==> config.mk <==
export PLATFORM = sky130hd
export DESIGN_NAME = icache_assoc
export DESIGN_NICKNAME = d
export VERILOG_FILES = /design/src/rtl/icache_assoc_pkg.sv /design/src/rtl/icache_way.sv /design/src/rtl/icache_assoc.sv
export SDC_FILE = /design/constraint.sdc
export NUM_CORES = 2
export LEC_CHECK = 0
export ABC_AREA = 1
export ABC_CLOCK_PERIOD_IN_PS = 2750
export CAP_MARGIN = 20
export CORE_ASPECT_RATIO = 1.25
export CORE_UTILIZATION = 55
export CTS_BUF_LIST = sky130_fd_sc_hd__clkbuf_2
export DETAILED_ROUTE_END_ITERATION = 8
export HOLD_SLACK_MARGIN = 0.1
export PLACE_DENSITY = 0.72
export SYNTH_ARGS = -nofsm -noshare
export SYNTH_HDL_FRONTEND = slang
export SYNTH_HIERARCHICAL = 1
export SYNTH_SLANG_ARGS = --single-unit
==> constraint.sdc <==
create_clock -name CLK -period 2.75 [get_ports CLK]
set_input_delay 0.4125 -clock CLK [delete_from_list [all_inputs] [get_ports CLK]]
set_output_delay 0.4125 -clock CLK [all_outputs]
set_load 0.03 [all_outputs]
==> src/rtl/icache_assoc_pkg.sv <==
// Shared types for the set-associative instruction cache.
// Imported by the cache top and its per-way storage.
package icache_assoc_pkg;

  typedef enum logic [1:0] {
    IDLE  = 2'd0,
    FETCH = 2'd1
  } icache_state_t;

  localparam int WORD_W = 32;

  // Index width that never collapses to zero bits
  function automatic int clog2w(input int n);
    return (n > 1) ? $clog2(n) : 1;
  endfunction

endpackage

==> src/rtl/icache_way.sv <==
// One cache way: per-set frame storage (tag, valid, block data)
// plus the tag compare for the requested set.
module icache_way
  import icache_assoc_pkg::*;
#(
  parameter int SETS     = 8,
  parameter int BLKWORDS = 2,
  parameter int TW       = 26,
  parameter int IW       = clog2w(SETS),
  parameter int WOW      = clog2w(BLKWORDS)
) (
  input  logic              CLK,
  input  logic              nRST,
  input  logic              flush,
  input  logic [IW-1:0]     rd_idx,
  input  logic [TW-1:0]     rd_tag,
  input  logic [WOW-1:0]    rd_woff,
  output logic              hit,
  output logic              vld,
  output logic [WORD_W-1:0] rd_data,
  input  logic              wr_en,
  input  logic [IW-1:0]     wr_idx,
  input  logic [WOW-1:0]    wr_woff,
  input  logic [WORD_W-1:0] wr_data,
  input  logic              inst,
  input  logic [TW-1:0]     inst_tag
);

  typedef struct packed {
    logic [TW-1:0]                    tag;
    logic                             valid;
    logic [BLKWORDS-1:0][WORD_W-1:0]  data;
  } icache_frame_t;

  icache_frame_t frames [SETS];

  assign vld     = frames[rd_idx].valid;
  assign hit     = vld && (frames[rd_idx].tag == rd_tag);
  assign rd_data = frames[rd_idx].data[rd_woff];

  // Only valid bits are cleared; stale data/tags are harmless
  always_ff @(posedge CLK) begin
    if (!nRST || flush) begin
      for (int s = 0; s < SETS; s++)
        frames[s].valid <= 1'b0;
    end else begin
      if (wr_en)
        frames[wr_idx].data[wr_woff] <= wr_data;
      if (inst) begin
        frames[wr_idx].tag   <= inst_tag;
        frames[wr_idx].valid <= 1'b1;
      end
    end
  end

endmodule

==> src/rtl/icache_assoc.sv <==
// Set-associative multi-word-block instruction cache: miss FSM,
// victim selection and per-set round-robin; storage in icache_way.
module icache_assoc
  import icache_assoc_pkg::*;
#(
  parameter int SETS     = 8,
  parameter int WAYS     = 2,
  parameter int BLKWORDS = 2,
  parameter int CPUID    = 0
) (
  input  logic        CLK,
  input  logic        nRST,
  input  logic        imemREN,
  input  logic [31:0] imemaddr,
  input  logic        iflush,
  output logic        ihit,
  output logic [31:0] imemload,
  output logic        iREN,
  output logic [31:0] iaddr,
  input  logic [31:0] iload,
  input  logic        iwait
);

  localparam int IW  = $clog2(SETS);
  localparam int WO  = $clog2(BLKWORDS);
  localparam int WOW = clog2w(BLKWORDS);
  localparam int RW  = clog2w(WAYS);
  localparam int TW  = 32 - 2 - WO - IW;

  logic [TW-1:0]  rq_tag;
  logic [IW-1:0]  rq_idx;
  logic [WOW-1:0] rq_woff;
  logic           unused_bits;

  assign rq_tag  = imemaddr[31 -: TW];
  assign rq_idx  = imemaddr[WO+2 +: IW];
  assign rq_woff = (BLKWORDS == 1) ? '0 : WOW'(imemaddr[31:2]);
  assign unused_bits = ^{imemaddr[1:0], 1'(CPUID)};

  icache_state_t  state;
  logic [TW-1:0]  miss_tag;
  logic [IW-1:0]  miss_idx;
  logic [WOW-1:0] wcnt;
  logic [RW-1:0]  victim;
  logic [RW-1:0]  vsel;
  logic [RW-1:0]  rr [SETS];

  logic [WAYS-1:0] way_hit;
  logic [WAYS-1:0] way_vld;
  logic [31:0]     way_data [WAYS];

  logic fetching;
  logic last;
  logic wr_en;
  logic inst;
  logic lookup;

  assign fetching = (state == FETCH);
  assign last     = (wcnt == WOW'(BLKWORDS - 1));
  assign wr_en    = fetching && !iwait && !iflush;
  assign inst     = wr_en && last;

  for (genvar w = 0; w < WAYS; w++) begin : g_way
    icache_way #(
      .SETS     (SETS),
      .BLKWORDS (BLKWORDS),
      .TW       (TW),
      .IW       (IW),
      .WOW      (WOW)
    ) u_way (
      .CLK      (CLK),
      .nRST     (nRST),
      .flush    (iflush),
      .rd_idx   (rq_idx),
      .rd_tag   (rq_tag),
      .rd_woff  (rq_woff),
      .hit      (way_hit[w]),
      .vld      (way_vld[w]),
      .rd_data  (way_data[w]),
      .wr_en    (wr_en && (victim == RW'(w))),
      .wr_idx   (miss_idx),
      .wr_woff  (wcnt),
      .wr_data  (iload),
      .inst     (inst && (victim == RW'(w))),
      .inst_tag (miss_tag)
    );
  end

  assign lookup = imemREN && (state == IDLE) && (|way_hit);
  assign ihit   = lookup && !iflush;

  always_comb begin
    imemload = '0;
    if (ihit) begin
      for (int w = 0; w < WAYS; w++)
        if (way_hit[w])
          imemload = imemload | way_data[w];
    end
  end

  // Lowest invalid way wins, otherwise the set's round-robin pointer
  always_comb begin
    vsel = rr[rq_idx];
    for (int w = WAYS - 1; w >= 0; w--)
      if (!way_vld[w])
        vsel = RW'(w);
  end

  logic [31:0] base;
  assign base  = {miss_tag, miss_idx, {(WO+2){1'b0}}};
  assign iREN  = fetching;
  assign iaddr = fetching ? (base | (32'(wcnt) << 2)) : '0;

  always_ff @(posedge CLK) begin
    if (!nRST) begin
      state    <= IDLE;
      wcnt     <= '0;
      victim   <= '0;
      miss_tag <= '0;
      miss_idx <= '0;
      for (int s = 0; s < SETS; s++)
        rr[s] <= '0;
    end else if (iflush) begin
      state <= IDLE;
      wcnt  <= '0;
      for (int s = 0; s < SETS; s++)
        rr[s] <= '0;
    end else begin
      unique case (1'b1)
        (state == IDLE): begin
          if (imemREN && !lookup) begin
            state    <= FETCH;
            miss_tag <= rq_tag;
            miss_idx <= rq_idx;
            wcnt     <= '0;
            victim   <= vsel;
          end
        end
        (state == FETCH): begin
          if (!iwait) begin
            wcnt <= last ? '0 : WOW'(wcnt + 1'b1);
            if (last) begin
              rr[miss_idx] <= (WAYS == 1) ? '0 : RW'(victim + 1'b1);
              state        <= IDLE;
            end
          end
        end
        default: state <= IDLE;
      endcase
    end
  end

endmodule
==> out/qor_table.md <==
| Parameter | Reported | Unit |
| --- | --- | --- |
| Status | complete, but fails checks | - |
| Violated checks | setup timing | - |
| Pre-antenna DRT Iters | 8 | - |
| Setup-violating endpoint count in the final report | 64 | - |
| Final clock skew | 0.144 | ns |
| 1st-iter DRT viols | 5,298 | - |
| Initial antenna violation count | 2 | - |
| Cell depth of the worst flop-to-flop path | 20 | - |
| Smallest setup slack after layout | -1.77 | ns |
| RePlAce Congestion | 0.952 | - |
| Via total after detailed routing | 44.4k | - |
| Multiplexer share of the synthesized area | 0 | - |
| Hold violation total from the final report | 0 | - |
| Area of the mapped netlist | 61,400 | µm² |
| FMAX | 221 | MHz |
| Total net switching power | 10,700 | µW |
| Per-instance average area after synthesis | 11.9 | µm² |
| Syn. warnings | 6 | - |
| Cell with the most instances after synthesis | edfxtp_1 | - |
| Synth top cells by count | 1,443 x edfxtp_1, 870 x nand2_1, 707 x nor2_1 | - |
| Worst hold path class | in2reg | - |
| Via count of the first global-routing pass | 43.5k | - |
| Overflow after GRT | 0 | - |
| Drt drc | 0 | - |
| Overall die height | 376 | µm |
| Dominant register cell in the synthesized netlist | edfxtp_1 | - |
| Number of cell rows | 136 | - |
| Synthesized-area fraction occupied by and/or/nand/nor cells | 0.131 | - |
| Post-synth EDFFs | 1,443 | - |
| Bufs on Longest Clock Path | 4 | - |
| Sw frac | 0.254 | - |
| Final total power | 42,300 | µW |
| CTS tree | yes | - |
| Wire length of the first global-routing pass | 260,000 | µm |
| Port-buffer cells | 130 | - |
| Area growth from synthesis to layout | 19.4 | % |
| Reg2reg end | miss_tag[23]$_SDFFE_PN0P_ | - |
| Clock Power Share | 0.324 | - |
| CTS Root Buffer Type | clkbuf_2 | - |
| CP Data Required Time | 2.34 | ns |
| Global-route usage over all layers | 0.311 | - |
| Max transition margin | 0.281 | - |
| Final TNS setup | -63.94 | ns |
| Hold Path Depth | 5 | - |
| WS Path Type | in2out | - |
| Nets | 5,869 | - |
| Worst-Margin Slew | 1.08 | ns |
| Leakage power | 0.0272 | µW |
| Met2 routing resource usage after global routing | 0.508 | - |
| Synth async-reset ratio | 0 | - |
| Top cell type by total area after synthesis | edfxtp_1 | - |
| Final Instance Area | 73,300 | µm² |
| Portion of the post-synthesis area used by sequential elements | 0.723 | - |
| Launching element type of the critical path | input port | - |
| Die extent in x | 301 | µm |
| Core region area | 110,000 | µm² |
| Met3 Track Usage GR | 0.0782 | - |
| Worst Hold Endpoint | miss_tag[6]$_SDFFE_PN0P_ | - |
| H-tree depth | 5 | - |
| Post-synthesis share of cell area spent on xor and xnor gates | 0 | - |
| Flip-flop and latch count after synthesis | 1,496 | - |
| TritonCTS Buffers | 357 | - |
| Clk slew on worst S/H paths | 0.10 | ns |
| Power density relative to cell area | 576 | nW/µm² |
| Initial core utilization | 0.557 | - |
| Arrival time at the worst endpoint | 4.11 | ns |
| Top cell type's share of synthesized area | 0.706 | - |
| Pin count of the biggest net entering global routing | 153 | - |
| Fraction of power consumed by sequential logic | 0.592 | - |
| RR Startpoint | g_way[1].u_way/frames[7][82]$_DFFE_PP_ | - |
| Unrepaired setup endpoints after global routing | true | - |
| Number of unique standard cell types used by synthesis | 27 | - |
| Die Area | 113,000 | µm² |
| Total number of clock tree sinks | 1,496 | - |
| Synth area leaders | edfxtp_1 71%, nand2_1 5.3%, o21ai_0 4.5% | - |
| Period utilisation layout | 1.64 | - |
| Number of max-cap violations | 0 | - |
| Fraction of layout instances using a drive strength above 1 | 0.194 | - |
| Combinational share of power | 0.083 | - |
| Wire length per cell | 23.5 | µm |
| Global-route track usage on met1 | 0.380 | - |
| Critical-path maximum fanout | 42 | - |
| Start point of the worst hold path | imemaddr[12] | - |
| Placement-stage cell area | 68,300 | µm² |
| Vias per std cell | 5.92 | - |
| Post-detailed-placement half-perimeter wirelength | 100,000 | µm |
| Peak-usage layer in the global routing report | met2 | - |
| Number of primary I/O pins | 135 | - |
| Category of the worst setup path capture point | primary output | - |
| Area share of fa/ha/maj cells after synthesis | 0 | - |
| Peak supply drop | 405 | µV |
| Clock insertion delay at the later pin of the skew report | 1.60 | ns |
| Minimum clock period | 4.52 | ns |
| Main combinational cell family by area after synthesis | simple AND/OR/NAND/NOR gates | - |
| Routed Wire Length | 176,000 | µm |
| Worst setup slack for register-to-register paths | 0.05 | ns |
| Syn Inst Count | 5,150 | - |
| Synthesized-area fraction occupied by ao, oa, aoi and oai cells | 0.0932 | - |
| Count of pins over their slew limit | 0 | - |
| Antenna violation net count after detailed routing | 0 | - |
| Total internal power | 31,500 | µW |
power by group through the flow:
stage | combinational [µW] | clock, µW | sequential [µW]
global route | 3740 | 15000 | 25000
global placement | 3130 | 0 | 25500
detailed placement | 3190 | 0 | 25500
CTS | 3400 | 13900 | 25000
floorplan | 1520 | 0 | 25600
finish | 3520 | 13700 | 25000
timing repair:
action,4_1_cts,5_1_grt
resized for setup,329,82
hold buffers,116,1
setup endpoints to repair,64,85
gates cloned,4,0
hold endpoints to repair,1083,1
pin swaps,14,1
setup buffers,8,13
final cells by class:
class	instances	area, µm²
clock buffer	506	2530
timing repair buffer	611	7540
antenna	2	5.00
sequential	1496	44400
tap	1449	1810
fill	7902	37000
inverter	414	1610
clock inverter	105	514
multi-input combinational	2920	14900
critical path, stage by stage:
cell and delay, ns:
buf_8 0.17, buf_12 0.25, dlygate4sd3_1 1.14, o211ai_1 0.17, nand2_1 0.10, nand2_1 0.06, nand2_1 0.17, nand2_1 0.09
inv_2 0.06, nand2_2 0.10, nor2_2 0.11, nand3_2 0.11, nor2_4 0.21, buf_4 0.16, buf_12 0.20, nand2_1 0.17
a21oi_4 0.22, buf_12 0.14
layer usage:
| layer | part of all wire | vias up |
|---|---|---|
| li1 | - | 19800 |
| met1 | 0.35 | 21400 |
| met2 | 0.48 | 2717 |
| met3 | 0.11 | 510 |
| met4 | 0.053 | 2 |
| met5 | 0.000091 | - |
worst max path at each step:
stage,from,to,slack (ns)
after global routing,g_way[1].u_way/frames[7][66]$_DFFE_PP_,imemload[0],-1.96
after global placement,imemaddr[4],imemload[31],-0.98
final,imemaddr[3],imemload[31],-1.77
after detailed placement,imemaddr[4],imemload[2],-0.99
after CTS,g_way[1].u_way/frames[6][81]$_DFFE_PP_,imemload[25],-1.89
after floorplan,imemaddr[3],imemload[10],-0.34
kinds of logic after synthesis:
group | after synthesis
other cells | 1
flops | 1496
compound gates | 945
buf+inv | 735
simple gates | 1973
metrics by stage:
step | util | setup slack, ns | hold slack [ns] | instances
after detailed placement | 0.619 | -0.989 | 0.448 | 6752
after global routing | 0.665 | -1.96 | 0.186 | 7502
after CTS | 0.662 | -1.89 | -0.533 | 7491
after global placement | 0.619 | -0.980 | 0.443 | 6752
final | 0.665 | -1.77 | 0.276 | 7503
after floorplan | - | -0.338 | 0.429 | 5151
layout by cell type, fill, tap and decap left out, types with 21 or more instances in the layout:
cell type,n
inv_1,365
dfxtp_1,48
edfxtp_1,1443
buf_12,176
nand2_4,21
clkdlybuf4s50_1,62
buf_4,204
inv_2,37
o21ai_1,39
a21oi_4,32
nor2_4,55
o221ai_1,194
nor2_1,643
nand3_1,321
dlygate4sd3_1,116
o22ai_1,70
buf_6,41
clkbuf_2,506
o211ai_1,70
clkinv_1,89
nand3b_1,30
o21ai_0,532
nand2_1,829
state kept, by name, indices dropped and copies added (netlist names):
| register | flops |
|---|---|
| rr | 8 |
| g_way.u_way/frames | 1456 |
| victim | 1 |
| state | 1 |
| miss_idx | 3 |
| last | 1 |
| miss_tag | 26 |
No activity file was read; power rests on OpenSTA's default activity.
